--- config.mk ---
export PLATFORM = sky130hd
export DESIGN_NAME = uart_tx_serializer
export DESIGN_NICKNAME = d
export VERILOG_FILES = /design/src/rtl/uart_tx_serializer.sv
export SDC_FILE = /design/constraint.sdc
export NUM_CORES = 1
export LEC_CHECK = 0
export CAP_MARGIN = 40
export CORE_MARGIN = 1.5
export CORE_UTILIZATION = 56
export DETAILED_ROUTE_END_ITERATION = 10
export PLACE_DENSITY = 0.88
export SYNTH_ARGS = -nofsm -noshare
export SYNTH_HDL_FRONTEND = slang
export SYNTH_SLANG_ARGS = --single-unit
export TNS_END_PERCENT = 10
--- constraint.sdc ---
create_clock -name clk -period 3.2 [get_ports clk]
set_input_delay 0.96 -clock clk [delete_from_list [all_inputs] [get_ports clk]]
set_output_delay 0.96 -clock clk [all_outputs]
set_load 0.05 [all_outputs]
--- src/rtl/uart_tx_serializer.sv ---
// Framed UART transmitter: valid/ready word in, start/data/[parity]/stop bits out on a registered tx line.
// Optional even-parity bit is compiled in when UART_TX_PARITY_EN is defined.
module uart_tx_serializer #(
    parameter int DATA_WIDTH   = 8,
    parameter int CLKS_PER_BIT = 16,
    parameter int STOP_BITS    = 1,
    parameter int LSB_FIRST    = 1
) (
    input  logic                  clk,
    input  logic                  reset,
    input  logic [DATA_WIDTH-1:0] tx_data,
    input  logic                  tx_valid,
    output logic                  tx_ready,
    output logic                  tx,
    output logic                  busy,
    output logic                  tx_done
);

    localparam int CNT_W = $clog2(CLKS_PER_BIT);
    localparam int BIT_W = $clog2(DATA_WIDTH);

    typedef enum logic [2:0] {
        S_IDLE,
        S_START,
        S_DATA,
`ifdef UART_TX_PARITY_EN
        S_PARITY,
`endif
        S_STOP
    } state_t;

    state_t                  r_state;
    logic [CNT_W-1:0]        r_cnt;
    logic [BIT_W-1:0]        r_bit;
    logic [DATA_WIDTH-1:0]   r_shift;
    logic                    r_tx;
    logic                    r_done;

    state_t                  w_state_nxt;
    logic [CNT_W-1:0]        w_cnt_nxt;
    logic [BIT_W-1:0]        w_bit_nxt;
    logic [BIT_W-1:0]        w_idx;
    logic                    w_load;
    logic                    w_done_nxt;
    logic                    w_tx_nxt;
    logic                    w_cnt_last;

    assign w_cnt_last = (r_cnt == CNT_W'(CLKS_PER_BIT - 1));
    assign w_load     = (r_state == S_IDLE) && tx_valid;

    always_comb begin
        w_state_nxt = r_state;
        w_cnt_nxt   = w_cnt_last ? '0 : r_cnt + CNT_W'(1);
        w_bit_nxt   = r_bit;
        w_done_nxt  = 1'b0;
        case (r_state)
            S_IDLE: begin
                w_cnt_nxt = '0;
                w_bit_nxt = '0;
                if (tx_valid)
                    w_state_nxt = S_START;
            end
            S_START: begin
                if (w_cnt_last) begin
                    w_state_nxt = S_DATA;
                    w_bit_nxt   = '0;
                end
            end
            S_DATA: begin
                if (w_cnt_last) begin
                    if (r_bit == BIT_W'(DATA_WIDTH - 1)) begin
                        w_bit_nxt = '0;
`ifdef UART_TX_PARITY_EN
                        w_state_nxt = S_PARITY;
`else
                        w_state_nxt = S_STOP;
`endif
                    end else begin
                        w_bit_nxt = r_bit + BIT_W'(1);
                    end
                end
            end
`ifdef UART_TX_PARITY_EN
            S_PARITY: begin
                if (w_cnt_last) begin
                    w_state_nxt = S_STOP;
                    w_bit_nxt   = '0;
                end
            end
`endif
            // r_bit doubles as the stop-bit index here
            S_STOP: begin
                if (w_cnt_last) begin
                    if (r_bit == BIT_W'(STOP_BITS - 1)) begin
                        w_state_nxt = S_IDLE;
                        w_bit_nxt   = '0;
                        w_done_nxt  = 1'b1;
                    end else begin
                        w_bit_nxt = r_bit + BIT_W'(1);
                    end
                end
            end
            default: begin
                w_state_nxt = S_IDLE;
                w_cnt_nxt   = '0;
                w_bit_nxt   = '0;
            end
        endcase
    end

    // Line level is derived from the next state so tx leaves a flop aligned with the state change.
    assign w_idx = (LSB_FIRST != 0) ? w_bit_nxt : BIT_W'(DATA_WIDTH - 1) - w_bit_nxt;

    always_comb begin
        w_tx_nxt = 1'b1;
        case (w_state_nxt)
            S_START:  w_tx_nxt = 1'b0;
            S_DATA:   w_tx_nxt = r_shift[w_idx];
`ifdef UART_TX_PARITY_EN
            S_PARITY: w_tx_nxt = ^r_shift;
`endif
            default:  w_tx_nxt = 1'b1;
        endcase
    end

    always_ff @(posedge clk) begin
        if (reset) begin
            r_state <= S_IDLE;
            r_cnt   <= '0;
            r_bit   <= '0;
            r_shift <= '0;
            r_tx    <= 1'b1;
            r_done  <= 1'b0;
        end else begin
            r_state <= w_state_nxt;
            r_cnt   <= w_cnt_nxt;
            r_bit   <= w_bit_nxt;
            if (w_load)
                r_shift <= tx_data;
            r_tx    <= w_tx_nxt;
            r_done  <= w_done_nxt;
        end
    end

    assign tx_ready = (r_state == S_IDLE) && !reset;
    assign busy     = (r_state != S_IDLE);
    assign tx       = r_tx;
    assign tx_done  = r_done;

endmodule

== Yosys cells after proc, flatten, opt, wreduce, memory -nomap -nowiden ==
Cells that the tools add are included.

* Register bits: 20
* Output and inout port bits: 4

* Add/subtract/negate cells: 2
* Order comparisons: 1
* Eq/ne operators: 7
* Multiplexer cells: 17
* Bitwise logic cells: 3
* Reduce and logical (&&, ||, !) cells: 9

{| class="wikitable"
|+ Operator list
! cell !! count
|-
| two-way mux 3 bit || 11
|-
| case mux 3 bit (4 select lines) || 1
|-
| == test 3 x 2 -> 1 bit (second input constant) || 3
|-
| case mux 3 bit (3 select lines) || 1
|-
| OR reduction 3 bit || 3
|-
| == test 3 x 1 -> 1 bit (second input constant) || 2
|-
| logical NOT 3 bit || 2
|-
| adder 4 x 1 -> 4 bit (second input constant) || 1
|-
| == test 4 bit (second input constant) || 1
|-
| < comparator 3 x 4 -> 1 bit (second input constant) || 1
|-
| adder 3 x 1 -> 3 bit (second input constant) || 1
|-
| binary-select mux 1 bit (select 3 bit) || 1
|-
| == test 3 bit (second input constant) || 1
|-
| NOT 1 bit || 3
|-
| nonzero test 3 bit || 1
|-
| logical AND 1 bit || 2
|-
| two-way mux 1 bit || 2
|-
| case mux 1 bit (2 select lines) || 1
|-
| logical NOT 1 bit || 1
|}

== Depth between registers and ports, before layout ==
Gate-level depths: netlist of the first run.

* Depth in word-level cells: 7
* Gate-level depth with buffers: 8
* Gate-level depth less buffers: 8

== Worst setup path before layout of the first run ==
Ideal clock, no wire load.

* Path kind: input-to-output
* From: in reset
* To: out tx_ready
* Arrival time: 1.815 ns
* Data required time: 2.240 ns
* Path slack: 0.425 ns
* Stages: 2
* Cell sequence: clkbuf_1 > nor2_1

* Word-level cells in the longest chain between the ends: 2

{| class="wikitable"
|+ Ends and longest elaborated chain
! what !! RTL line !! RTL
|-
| from (decl) || 10 || <nowiki>input logic reset,</nowiki>
|-
| logical NOT 1 bit || 145 || <nowiki>assign tx_ready = (r_state == S_IDLE) && !reset;</nowiki>
|-
| logical AND 1 bit || 145 ||
|-
| to (decl) || 13 || <nowiki>output logic tx_ready,</nowiki>
|}

No other way between the ends.

== Final worst setup path of the first run ==
* From: reg r_state[1]
* To: out busy

* Word-level cells in the longest chain between the ends: 1

{| class="wikitable"
|+ Ends and longest elaborated chain
! what !! RTL line !! RTL
|-
| from (decl) || 32 || <nowiki>state_t r_state;</nowiki>
|-
| from (signal assigned) || 135 || <nowiki>r_state <= w_state_nxt;</nowiki>
|-
| nonzero test 3 bit || 146 || <nowiki>assign busy = (r_state != S_IDLE);</nowiki>
|-
| to (decl) || 15 || <nowiki>output logic busy,</nowiki>
|}

No other way between the ends.

==> results.json, run 1 <==
{
  "status": "finished, final reports clean",
  "path_max_fanout": 8,
  "track_usage_pct": 25.5,
  "synth_seq_cells": 20,
  "finalSetupViolations": 0,
  "final_nets": 150,
  "critPathBufInv": 2,
  "hold_viol": 0,
  "post-route-worst-setup-slack_ns": 0.411,
  "ys_seq_area_share_pct": 40.0,
  "synth_fp_nets": 134,
  "dp_hpwl_mm": 1.58,
  "place_area_um2": 1160,
  "ir_drop_mv": 0.246,
  "cts_buffers": 3,
  "avgSynthCellArea_um2": 8.41,
  "cts_resized": 0,
  "max-slew-margin-rel_pct": 66.6,
  "cts_hold_buf": 0,
  "clk_latency_ns": 0.30,
  "grt_pass1_wl_mm": 3.75,
  "end_kind": "primary output",
  "grt-ovfl-total": 0,
  "dp_slack_ns": 0.466,
  "drv_cap": 0,
  "tightest_slew_ns": 0.500,
  "crit_chain": "nor3_1 > inv_1 > clkdlybuf4s50_1",
  "yosysWarningCount": 0,
  "synth_top_area_cell": "dfxtp_1",
  "core-area_um2": 1710,
  "cts.sinks": 20,
  "dieArea_um2": 2050,
  "async_flop_share_pct": 0,
  "grt_max_degree": 16,
  "synth-edff-count": 0,
  "drc": 0,
  "place.gp.congestion": 0.909,
  "crit_path_start_kind": "flip-flop",
  "crit_family": "buffers and inverters",
  "fill_cells": 155,
  "synth.top_cell.area_share_pct": 40.0,
  "finalCriticalPeriod_ns": 2.79,
  "syn-instance-count": 119,
  "seqCellArea_um2": 400,
  "synth.most_common_cell": "dfxtp_1",
  "multi_input_area_um2": 556,
  "max_stage_delay_ns": 0.72,
  "wirelength_mm": 2.08,
  "yosys-top-cells-area": "dfxtp_1, nand2_1, ha_1",
  "core.rowCount": 15,
  "synthFlopType": "dfxtp_1",
  "crit_path_top_delay_cell": "clkdlybuf4s50_1",
  "routed_via_density": 5.69,
  "wl_per_cell_um": 13.1,
  "worstSetupPathType": "flip-flop to primary output",
  "antenna_left": 0,
  "insertedDiodeCount": 0,
  "max_freq_ghz": 0.358,
  "via_count": 904,
  "clockRootBuffer": "clkbuf_4",
  "cp.required_ns": 2.24,
  "die_h_um": 45.3,
  "htree_num_levels": 1,
  "worst_ep_arrival_time_ns": 1.83,
  "slew_violations": 0,
  "clk_pin_slew_ns": 0.11,
  "rsz0062_at_grt": "false",
  "final_cell_area_um2": 1200,
  "synth_cell_types": 39,
  "hold_class": "flip-flop to flip-flop",
  "synth_area_um2": 1000,
  "io_pins": 15,
  "synthTopCellsByCount": "dfxtp_1, nand2_1, nand3_1, nor2_1, a21oi_1",
  "fin_tns_setup_ns": 0,
  "post_cts_buffers": 0,
  "fin_crit_sh_pct": 87.2,
  "power.density_nw_per_um2": 386,
  "port_buffers": 14,
  "initial_utilization_pct": 58.6,
  "drt-initial-drc-count": 15,
  "antenna_found_initial": 0,
  "cts_buffer_depth": 2,
  "first_pass_iters": 4,
  "dieWidth_um": 45.3,
  "leakage_nw": 0.437,
  "syn2layout_area_growth_pct": 19.5,
  "grt_pass1_vias": 876,
  "cts_tree": "yes",
  "drive_gt1_share_pct": 9.70,
  "fin_skew_ns": 0.000614
}
-- kinds of logic after synthesis --
| group | share of synthesized area [%] |
|---|---|
| simple gates | 28.5 |
| compound gates | 17.7 |
| flops | 40.0 |
| buf+inv | 4.50 |
| fa+ha+maj | 5.00 |
| xor+xnor | 1.75 |
| mux | 2.12 |
| other cells | 0.375 |
-- layer usage --
metal  share of wire, %  vias to the layer above  global-route usage (%)
li1                   -                      452                       -
met1                 44                      424                    31.1
met3                3.0                        6                    5.60
met4                2.9                        0                    15.3
met2                 50                       22                    40.6
met5                  0                        -                       0
-- sequential cells by signal, indices dropped and copies added, names as in the netlist --
signal	cells
r_shift	8
r_cnt	4
r_bit	3
r_state	3
tx	1
tx_done	1
-- metrics by stage --
stage	std cells	util, %	total power [mW]	hold slack (ns)
after floorplan	119	-	0.296	0.418
after global placement	155	67.9	0.318	0.428
after detailed placement	155	67.9	0.320	0.448
after CTS	159	70.0	0.464	0.465
after global routing	159	70.0	0.484	0.488
final	159	70.0	0.462	0.467
-- cell type report --
class                   instances  area share [%]
repair buffers                 15            13.2
multi-input cells              91            46.4
well taps                      25            2.62
flip-flops and latches         20            33.5
clock buffers                   4            3.03
inverters                       4            1.26
-- tightest hold or removal path, stage by stage, from the launching register on --
cell	delay (ns)
dfxtp_1	0.33
nand2_1	0.05
a21oi_1	0.05
-- layout by cell type, fill, tap and decap left out, drive strengths merged, types with 2 or more instances in the layout --
master / count
buf: 2
o21ai: 6
nand2b: 2
and3: 2
nor2: 10
nor3b: 2
nand3: 10
a21oi: 8
clkbuf: 4
nand2: 19
ha: 4
o21bai: 2
clkdlybuf4s50: 13
dfxtp: 20
inv: 4
nor3: 4
-- path summary, 6_finish.rpt --
path | start | end | slack (ns) | cells after the start
worst min register to register | r_shift[0]$_SDFFE_PP0P_ | r_shift[0]$_SDFFE_PP0P_ | 0.47 | 2
worst min-delay path | r_shift[0]$_SDFFE_PP0P_ | r_shift[0]$_SDFFE_PP0P_ | 0.47 | 2
worst max register to register | r_cnt[0]$_SDFF_PP0_ | tx$_SDFF_PP1_ | 0.98 | 7
worst max-delay path | r_state[1]$_SDFF_PP0_ | busy | 0.41 | 3
-- power by group --
part	internal, mW	switching [mW]
Combinational	0.0261	0.0277
Sequential	0.256	0.00509
Clock	0.0694	0.0778
Total	0.351	0.111
Power figures use the tool's default switching activity.
==> run 2, diff against run 1 <==
Settings changed: SLEW_MARGIN set to 20.
Clock period 3.2 ns to 3.6 ns, I/O delays scaled along.
==> run 2 against run 1 <==
Effect of this change:
- non-clock buffer count unchanged
- count of clock-buffer cells in the layout unchanged
- largest cell class unchanged
- flip-flop and latch count unchanged
- final area unchanged
- core utilization unchanged
- clock power decreased by 9%
==> results.json, run 2 (synthesized netlist as in run 1, its figures left out) <==
{
  "die_h_um": 45.3,
  "worstSetupPathType": "flip-flop to primary output",
  "clk_pin_slew_ns": 0.12,
  "finalCriticalPeriod_ns": 2.98,
  "htree_num_levels": 1,
  "crit_path_top_delay_cell": "clkdlybuf4s50_1",
  "fin_tns_setup_ns": 0,
  "drive_gt1_share_pct": 9.70,
  "ir_drop_mv": 0.230,
  "clockRootBuffer": "clkbuf_4",
  "max-slew-margin-rel_pct": 66.6,
  "path_max_fanout": 8,
  "drv_cap": 0,
  "mostFrequentLayoutCell": "dfxtp_1",
  "clk_latency_ns": 0.31,
  "r2r_end": "tx$_SDFF_PP1_",
  "fin_crit_sh_pct": 82.7,
  "drt-initial-drc-count": 21,
  "core.rowCount": 15,
  "end_kind": "primary output",
  "r2r-start": "r_cnt[0]$_SDFF_PP0_",
  "final_cell_mix": "dfxtp_1, nand2_1, clkdlybuf4s50_1",
  "first_pass_iters": 4,
  "cts_hold_buf": 0,
  "hold_start": "r_cnt[0]$_SDFF_PP0_",
  "core-area_um2": 1710,
  "r2r_slack_ns": 1.37,
  "initial_utilization_pct": 58.6,
  "antenna_left": 0,
  "reg_top3": "r_shift x8, r_cnt x4",
  "crit_family": "buffers and inverters",
  "cts_buffer_depth": 2,
  "leakage_nw": 0.437,
  "grt_pass1_wl_mm": 3.66,
  "cts_resized": 0,
  "grt-ovfl-total": 0,
  "status": "finished, final reports clean",
  "crit_path_start_kind": "flip-flop",
  "rsz0062_at_grt": "false",
  "wl_per_cell_um": 13.9,
  "dieArea_um2": 2050,
  "grt_max_degree": 16,
  "routed_via_density": 5.71,
  "cts.sinks": 20,
  "tightest_slew_ns": 0.500,
  "cts_tree": "yes",
  "io_pins": 15,
  "crit_chain": "nor3_1 > inv_1 > clkdlybuf4s50_1",
  "worst_ep_arrival_time_ns": 1.90,
  "syn2layout_area_growth_pct": 19.5,
  "drc": 0,
  "cts_buffers": 3,
  "insertedDiodeCount": 0,
  "track_usage_pct": 25.6,
  "dp_hpwl_mm": 1.60,
  "r2r_cells": 7,
  "post_cts_buffers": 0,
  "slew_violations": 0,
  "via_count": 908,
  "min_path_cells": 1,
  "min_to": "r_cnt[0]$_SDFF_PP0_",
  "grt_pass1_vias": 806,
  "hold_class": "flip-flop to flip-flop",
  "largest_register": "r_shift",
  "place.gp.congestion": 0.910,
  "cp.required_ns": 2.52,
  "fin_skew_ns": 0.00407,
  "dieWidth_um": 45.3,
  "hold_viol": 0,
  "port_buffers": 14,
  "max_freq_ghz": 0.336,
  "antenna_found_initial": 0,
  "finalSetupViolations": 0,
  "fin_util_pct": 70.0,
  "max_stage_delay_ns": 0.72,
  "largest_register_ffs": 8,
  "final_nets": 150,
  "critPathBufInv": 2,
  "wirelength_mm": 2.20,
  "power.density_nw_per_um2": 346
}
## run 2: per-stage QoR
| step | power [mW] | worst slack [ns] | instances | hold slack (ns) | cell area (µm²) |
|---|---|---|---|---|---|
| 5_1_grt | 0.435 | 0.515 | 159 | 0.486 | 1200 |
| 4_1_cts | 0.415 | 0.632 | 159 | 0.462 | 1200 |
| 2_1_floorplan | 0.263 | 0.585 | 119 | 0.418 | 1000 |
| 6_report | 0.414 | 0.622 | 159 | 0.460 | 1200 |
| 3_3_place_gp | 0.283 | 0.647 | 155 | 0.428 | 1160 |
| 3_5_place_dp | 0.284 | 0.637 | 155 | 0.446 | 1160 |
## run 2: worst max-delay path by stage
stage                                     start       end  slack, ns  cells past startpoint
after floorplan                           reset  tx_ready       0.59                      2
after global placement                    reset  tx_ready       0.65                      3
after detailed placement                  reset  tx_ready       0.64                      3
after CTS                 r_state[1]$_SDFF_PP0_      busy       0.63                      3
after global routing      r_state[1]$_SDFF_PP0_      busy       0.51                      3
final                     r_state[1]$_SDFF_PP0_      busy       0.62                      3
## run 2: report_power, final
part	internal (mW)	leakage, nW	switching [mW]	total, mW
sequential	0.227	0.163	0.00453	0.232
clock	0.0618	0.0210	0.0721	0.134
combinational	0.0232	0.253	0.0249	0.0481
## run 2: area by class of cell
class                           instances  area (µm²)
Inverter                                4        15.0
Clock buffer                            4        36.3
Fill cell                             139         512
Tap cell                               25        31.3
Timing Repair Buffer                   15         158
Sequential cell                        20         400
Multi-Input combinational cell         91         556
## run 2: metal layers
metal	part of all wire, %	up-vias	wire length [µm]	global-route usage [%]
li1	-	450	-	-
met1	43	436	954	32.3
met2	52	18	1140	41.1
met3	3.2	4	70	4.80
met4	1.8	0	40	13.5
met5	0	-	0	0
